==> config.mk <==
export PLATFORM = sky130hd
export DESIGN_NAME = peripheral_adder_pipe
export DESIGN_NICKNAME = d
export VERILOG_FILES = /design/src/rtl/peripheral_adder_pipe.sv
export SDC_FILE = /design/constraint.sdc
export NUM_CORES = 1
export LEC_CHECK = 0
export CAP_MARGIN = 20
export CORE_AREA = 2 2 100 102
export CTS_CLUSTER_DIAMETER = 50
export DETAILED_ROUTE_END_ITERATION = 7
export DIE_AREA = 0 0 102 104
export GPL_ROUTABILITY_DRIVEN = 1
export GPL_TIMING_DRIVEN = 1
export PLACE_DENSITY = 0.64
export SLEW_MARGIN = 20
export SYNTH_ARGS = -nofsm -noshare
export SYNTH_HDL_FRONTEND = slang
export SYNTH_SLANG_ARGS = --single-unit
==> constraint.sdc <==
create_clock -name clk -period 3.1 [get_ports clk]
set_input_delay 0.775 -clock clk [delete_from_list [all_inputs] [get_ports clk]]
set_output_delay 0.775 -clock clk [all_outputs]
set_load 0.01 [all_outputs]
==> src/rtl/peripheral_adder_pipe.sv <==
// peripheral_adder_pipe: valid/ready arithmetic pipeline with an ADD, SUB,
// ACC and CLR operation set. The result is computed at the accept edge,
// passes through a second stage register, and then reaches the output
// register. A single advance enable moves every stage together.
module peripheral_adder_pipe #(
  parameter int DATA_WIDTH = 8,
  parameter int ACC_WIDTH  = 16,
  parameter int SATURATE   = 0
) (
  input  logic                  clk,
  input  logic                  rst,
  input  logic                  in_valid,
  output logic                  in_ready,
  input  logic [1:0]            mode,
  input  logic [DATA_WIDTH-1:0] in1,
  input  logic [DATA_WIDTH-1:0] in2,
  output logic                  out_valid,
  input  logic                  out_ready,
  output logic [ACC_WIDTH-1:0]  out,
  output logic                  overflow
);

  typedef enum logic [1:0] {
    MODE_ADD = 2'b00,
    MODE_SUB = 2'b01,
    MODE_ACC = 2'b10,
    MODE_CLR = 2'b11
  } mode_t;

  logic                  en;
  logic                  accept;

  logic [ACC_WIDTH-1:0]  acc;
  logic [ACC_WIDTH-1:0]  acc_d;
  logic [ACC_WIDTH-1:0]  res_d;
  logic                  ovf_d;

  logic [DATA_WIDTH:0]   add_res;
  logic [DATA_WIDTH:0]   sub_res;
  logic [ACC_WIDTH:0]    acc_sum;

  logic                  s1_valid;
  logic [ACC_WIDTH-1:0]  s1_res;
  logic                  s1_ovf;
  logic                  s2_valid;
  logic [ACC_WIDTH-1:0]  s2_res;
  logic                  s2_ovf;

  // The whole pipe moves as one; the output slot frees when empty or consumed.
  // During reset the pipe is reported ready, but accept is masked so nothing enters.
  assign en       = !out_valid || out_ready;
  assign in_ready = rst || en;
  assign accept   = in_valid && en && !rst;

  assign add_res = {1'b0, in1} + {1'b0, in2};
  assign sub_res = {1'b0, in1} - {1'b0, in2};
  assign acc_sum = {1'b0, acc} + (ACC_WIDTH+1)'(in1);

  // Operation decode: stage-1 result, overflow flag and next accumulator value.
  always_comb begin
    res_d = '0;
    ovf_d = 1'b0;
    acc_d = acc;
    case (mode_t'(mode))
      MODE_ADD: begin
        res_d = ACC_WIDTH'(add_res);
      end
      MODE_SUB: begin
        res_d = ACC_WIDTH'(signed'(sub_res));
        ovf_d = sub_res[DATA_WIDTH];
      end
      MODE_ACC: begin
        ovf_d = acc_sum[ACC_WIDTH];
        if (acc_sum[ACC_WIDTH] && (SATURATE != 0)) begin
          acc_d = '1;
        end else begin
          acc_d = acc_sum[ACC_WIDTH-1:0];
        end
        res_d = acc_d;
      end
      MODE_CLR: begin
        acc_d = ACC_WIDTH'(in1);
        res_d = acc_d;
      end
      default: begin
        res_d = '0;
      end
    endcase
  end

  // Accumulator commits at the accept edge so chained ACC/CLR beats see it at once.
  always_ff @(posedge clk) begin
    if (rst) begin
      acc <= '0;
    end else if (accept) begin
      acc <= acc_d;
    end
  end

  // Stage registers and output register advance together under en; reset empties them.
  always_ff @(posedge clk) begin
    if (rst) begin
      s1_valid  <= 1'b0;
      s1_res    <= '0;
      s1_ovf    <= 1'b0;
      s2_valid  <= 1'b0;
      s2_res    <= '0;
      s2_ovf    <= 1'b0;
      out_valid <= 1'b0;
      out       <= '0;
      overflow  <= 1'b0;
    end else if (en) begin
      s1_valid  <= accept;
      if (accept) begin
        s1_res <= res_d;
        s1_ovf <= ovf_d;
      end
      s2_valid  <= s1_valid;
      s2_res    <= s1_res;
      s2_ovf    <= s1_ovf;
      out_valid <= s2_valid;
      out       <= s2_res;
      overflow  <= s2_ovf;
    end
  end

endmodule

==> results.toml, run 1 <==
[place]
placed_cell_area_um2 = 4920
dp_hpwl_um = 8080
gp_congestion = 0.901
dp_cells = 720
portBuffers = 40

[worst_setup_path]
crit_arrival_ps = 3230
crit_required_ps = 3370
crit_path_end_kind = "flip-flop"
slowest_stage = "clkdlybuf4s50_1"
path_class = "input port to flip-flop"
critPathMaxStageDelay_ps = 530
path_cells = "clkdlybuf4s50_1, ha_1, inv_1, fa_1, and2b_1, o2111ai_1, and3_1, nor4_2, nand3_1, a21oi_1"
start_kind = "input port"
path_max_fanout = 4
path_delay_family = "simple AND/OR/NAND/NOR gates"
cp.buffers_inverters = 2

[clock_network]
cts_sinks = 70
clockRootBuffer = "clkbuf_8"
ctsLongestPathBuffers = 2
postCtsHoldBufs = 0
h-tree-depth = 3
insertion_delay_ps = 350
cts_made_buffers = 9
path_clk_slew_ps = 80
cts_tree = "built"

[die]
die_y_um = 104
std_cell_rows = 36
ios = 41
start_util = 0.437
die_width_um = 102
dieArea_um2 = 10600
core_area_um2 = 9550

[sta]
timing.setup.tns_ps = 0
setup_viol = 0
slew_headroom = 0.565
fin_crit_sh = 0.956
rsz0062_at_grt = "no"
worst_slew_pin_slew_ps = 653
fmax_mhz = 337
finalMaxSlewViolations = 0
hold_violations = 0
finalClockSkew_ps = 7.59
post-route-min-period_ps = 2960

[detailed_routing]
vias_per_cell = 5.54
wirelength_um = 11100
wire_per_inst_um = 15.1
drt_first_pass_iters = 5
drc = 0
vias = 4076
drtIter0Drc = 279
ant_nets = 0

[synthesis]
ys_top_cells_by_count = "95 x nand2_1, 74 x a21oi_1, 70 x dfxtp_1"
syn_area_um2 = 4170
syn_area_per_cell_um2 = 7.81
ys_top_cells_by_area = "dfxtp_1 34%, a21oi_1 8.9%, nand2_1 8.5%, ha_1 8.4%, nor2_1 3.2%"
synth_edf_count = 0
syn_nets = 587
synth.top_cell.area_share = 0.336
yosys.area.top_type = "dfxtp_1"
yosys_register_bits = 70
synth-seq-area-share = 0.336
synth_most_common_cell = "nand2_1"
yosys_warnings = 0
synthArstFlopShare = 0
synth_cell_types = 64
syn_inst = 534
synth-main-ff-cell = "dfxtp_1"

[global_routing]
gr-total-overflow = 0
antenna_found_initial = 0
grt.total_usage = 0.217
grt_first_pass_wirelength_um = 18600
grt_pass1_vias = 3937
grt_max_degree = 65

[final_layout]
post-route-util = 0.539
drive_above_1_share = 0.134
fin_area_um2 = 5150
finalNetCount = 651
antennaDiodeCount = 0
final_cells = 736
syn_to_final_growth_pct = 23.5

[job]
drv_cap = 0

[outcome]
outcome = "completed"

[pwr]
finalPower_mw = 2.27
power_density_nw_per_um2 = 440
vdd_drop_max_mv = 0.195
power_leakage_nw = 1.98

[min_path]
hp-class = "flip-flop to flip-flop"
==> per-layer routing <==
layer  vias to the layer above  GRT usage  share of wire
met4                         0     0.0752          0.028
met2                       139      0.340           0.46
met3                        33     0.0457          0.058
li1                       2002          -              -
met1                      1902      0.294           0.45
met5                         -          0              0
==> sequential cells by signal, indices dropped and copies added (netlist names) <==
signal,flops
s1_ovf,1
s2_res,16
out_valid,1
s1_valid,1
s2_ovf,1
s1_res,16
acc,16
out,16
overflow,1
s2_valid,1
==> cells in the final DEF, fill, tap and decap left out, drive strengths merged, types with 7 or more instances in the layout <==
cell type and n:
a211oi 9, a21oi 74, buf 47, clkbuf 9
clkdlybuf4s50 39, dfxtp 70, ha 28, inv 24
nand2 99, nand2b 7, nand3 10, nor2 36
nor3 12, o21ai 18, o22ai 12, xnor2 8
xor2 8
==> cell type report <==
class                      instances  area (um2)
fill                             937        4400
multi-input combinational        409        2530
sequential                        70        1400
clock inverter                     7         105
timing repair buffer              86         741
clock buffer                       9         124
tap                              133         166
inverter                          22        82.6
==> cells by family after synthesis <==
kind of cell    count (synthesis)  share of synthesized area
simple gates                  200                      0.227
compound gates                161                      0.243
flops                          70                      0.336
buf+inv                        55                     0.0594
fa+ha+maj                      31                     0.0984
xor+xnor                       16                     0.0336
mux                             1                    0.00240
==> stage by stage <==
stage / hold slack (ps) / setup WS (ps)
floorplan: 432 / 457
global placement: 440 / -150
detailed placement: 445 / -231
CTS: 456 / 120
global route: 469 / 44.3
finish: 453 / 135
==> power by group <==
part	leakage, nW	switching, mW	internal, mW
clock network	0.112	0.385	0.466
registers	0.569	0.0177	0.930
logic	1.30	0.256	0.213
total	1.98	0.658	1.61
==> worst min-delay path, stage by stage (launching register included) <==
cell and delay (ps):
dfxtp_1 310, nand2_1 50, a21oi_1 50
==> final timing paths <==
check	depth (start not counted)	start	slack (ps)	to
setup / recovery	10	in1[0]	140	acc[12]$_SDFFE_PP0P_
setup reg to reg	9	acc[0]$_SDFFE_PP0P_	770	acc[12]$_SDFFE_PP0P_
hold / removal	2	out[11]$_SDFFE_PP0N_	450	out[11]$_SDFFE_PP0N_
hold reg to reg	2	out[11]$_SDFFE_PP0N_	450	out[11]$_SDFFE_PP0N_
==> timing repair <==
item,4_1_cts,5_1_grt
gates resized for setup,0,1
setup endpoints to repair,0,2
setup buffers,0,0
Note: power is estimated with default switching activity, not from simulation.
==> run 2: changes to the inputs <==
- TNS_END_PERCENT: default -> 10
==> results of run 2 <==
The final DEF is identical to that of run 1; final timing and power are the same.
==> run 3: changes to the inputs <==
- MAX_ROUTING_LAYER: default -> met4
- SLEW_MARGIN: 20 -> default
==> run 3 against run 2 <==
  * Wire length shrank 1.3%
  * Core utilization is 0.18 points higher
  * Total power shrank 3.3%
  * Sequential cell count unchanged
  * Critical path type unchanged
  * Highest routed layer unchanged
==> results.toml, run 3 (same netlist as run 1, synthesis figures left out) <==
[clock_network]
postCtsHoldBufs = 0
h-tree-depth = 3
clockRootBuffer = "clkbuf_8"
postCtsSetupRepairBufs = 0
insertion_delay_ps = 350
cts_tree = "built"
path_clk_slew_ps = 80
cts_sinks = 70
cts_made_buffers = 9
ctsResizeCount = 0
ctsLongestPathBuffers = 2

[die]
dieArea_um2 = 10600
start_util = 0.437
die_y_um = 104
ios = 41
std_cell_rows = 36
die_width_um = 102
core_area_um2 = 9550

[worst_setup_path]
start_kind = "input port"
path_max_fanout = 4
reg2reg_depth = 9
reg2reg_to = "s1_res[12]$_SDFFE_PP0P_"
path_class = "input port to flip-flop"
r2r-start = "acc[0]$_SDFFE_PP0P_"
crit_required_ps = 3300
critical_path.startpoint = "in1[0]"
crit_arrival_ps = 3150
rrSetupSlack_ps = 780
crit_path_end_kind = "flip-flop"

[sta]
slew_headroom = 0.542
fmax_mhz = 340
setup_viol = 0
hold_violations = 0
worst_slew_pin_slew_ps = 687
post-route-min-period_ps = 2940
whs_ps = 453
fin_crit_sh = 0.949
rsz0062_at_grt = "no"
finalMaxSlewViolations = 0
finalClockSkew_ps = 12.6
timing.final.ws_setup_ps = 159

[global_routing]
grt_max_degree = 66
grt_first_pass_wirelength_um = 18400
grt_pass1_vias = 3862
gr-total-overflow = 0
top_usage_layer = "met2"
grt.met2_usage = 0.334
grt.met1_usage = 0.301
grt.total_usage = 0.222
grt_use_met3 = 0.0437
antenna_found_initial = 0

[final_layout]
regArea_um2 = 1400
mostFrequentLayoutCells = "95 x nand2_1, 74 x a21oi_1, 70 x dfxtp_1, 50 x buf_4, 39 x clkdlybuf4s50_1"
nFillCells = 945
final_common_cell = "nand2_1"
antennaDiodeCount = 0
syn_to_final_growth_pct = 23.9
finalNetCount = 655
multi_input_area_um2 = 2540
drive_above_1_share = 0.142

[pwr]
power_density_nw_per_um2 = 424
vdd_drop_max_mv = 0.211
power_leakage_nw = 1.99

[place]
dp_hpwl_um = 8070
portBuffers = 40
gp_congestion = 0.917
place_ws_ps = -186

[min_path]
holdPathStages = 2
hp-start = "s2_res[1]$_SDFFE_PP0N_"
min_to = "s2_res[1]$_SDFFE_PP0N_"
hp-class = "flip-flop to flip-flop"

[detailed_routing]
vias = 4015
ant_nets = 0
vias_per_cell = 5.43
drt_first_pass_iters = 5
wirelength_um = 10900
wire_per_inst_um = 14.8
drtIter0Drc = 206
drc = 0

[outcome]
outcome = "completed"

[job]
drv_cap = 0
run 3: cell count changes in the layout (fill, tap and decap cells not counted):
cell	change
buf_4	+4
and3_1	-1
and3_2	+1
bufinv_16	-1
clkbuf_8	+1
clkinv_2	+1
inv_8	-1
nor4_2	-1
nor4_4	+1
run 3: final cells by class:
cell class | count | share of cell area
multi-input combinational | 409 | 0.492
sequential | 70 | 0.271
timing repair buffer | 90 | 0.149
clock inverter | 6 | 0.0133
tap | 133 | 0.0322
inverter | 22 | 0.0160
clock buffer | 10 | 0.0266
run 3: critical path: stages:
cell and delay [ps]:
clkdlybuf4s50_1 500, ha_1 170, inv_1 60, fa_1 380
and2b_1 230, o2111ai_1 210, and3_2 300, o31a_1 300
o21ai_0 140, a21oi_1 80
run 3: worst max-delay path by stage:
stage	slack (ps)	to	cells past startpoint
after floorplan	460	s1_res[8]$_SDFFE_PP0P_	9
after global placement	-140	s1_res[12]$_SDFFE_PP0P_	10
after detailed placement	-190	s1_res[12]$_SDFFE_PP0P_	10
after CTS	150	s1_res[12]$_SDFFE_PP0P_	10
after global routing	30	acc[12]$_SDFFE_PP0P_	10
final	160	s1_res[12]$_SDFFE_PP0P_	10
run 3: report_power, final:
| group | internal, mW | total [mW] | switching (mW) |
|---|---|---|---|
| clock | 0.399 | 0.773 | 0.374 |
| combinational | 0.217 | 0.471 | 0.254 |
| sequential | 0.930 | 0.948 | 0.0175 |
| total | 1.55 | 2.19 | 0.645 |
run 3: per-stage QoR:
step | std cells | power (mW) | setup TNS [ps] | area (um2) | utilization
2_1_floorplan | 534 | 1.25 | 0 | 4170 | -
3_3_place_gp | 724 | 1.42 | -576 | 4950 | 0.518
3_5_place_dp | 724 | 1.43 | -870 | 4950 | 0.518
4_1_cts | 740 | 2.20 | 0 | 5150 | 0.540
5_1_grt | 740 | 2.30 | 0 | 5170 | 0.541
6_report | 740 | 2.19 | 0 | 5170 | 0.541
run 3: per-layer routing:
layer | wire [um] | share of wire
met5 | 0 | 0
met4 | 196 | 0.018
met3 | 558 | 0.051
met2 | 4990 | 0.46
met1 | 5190 | 0.47
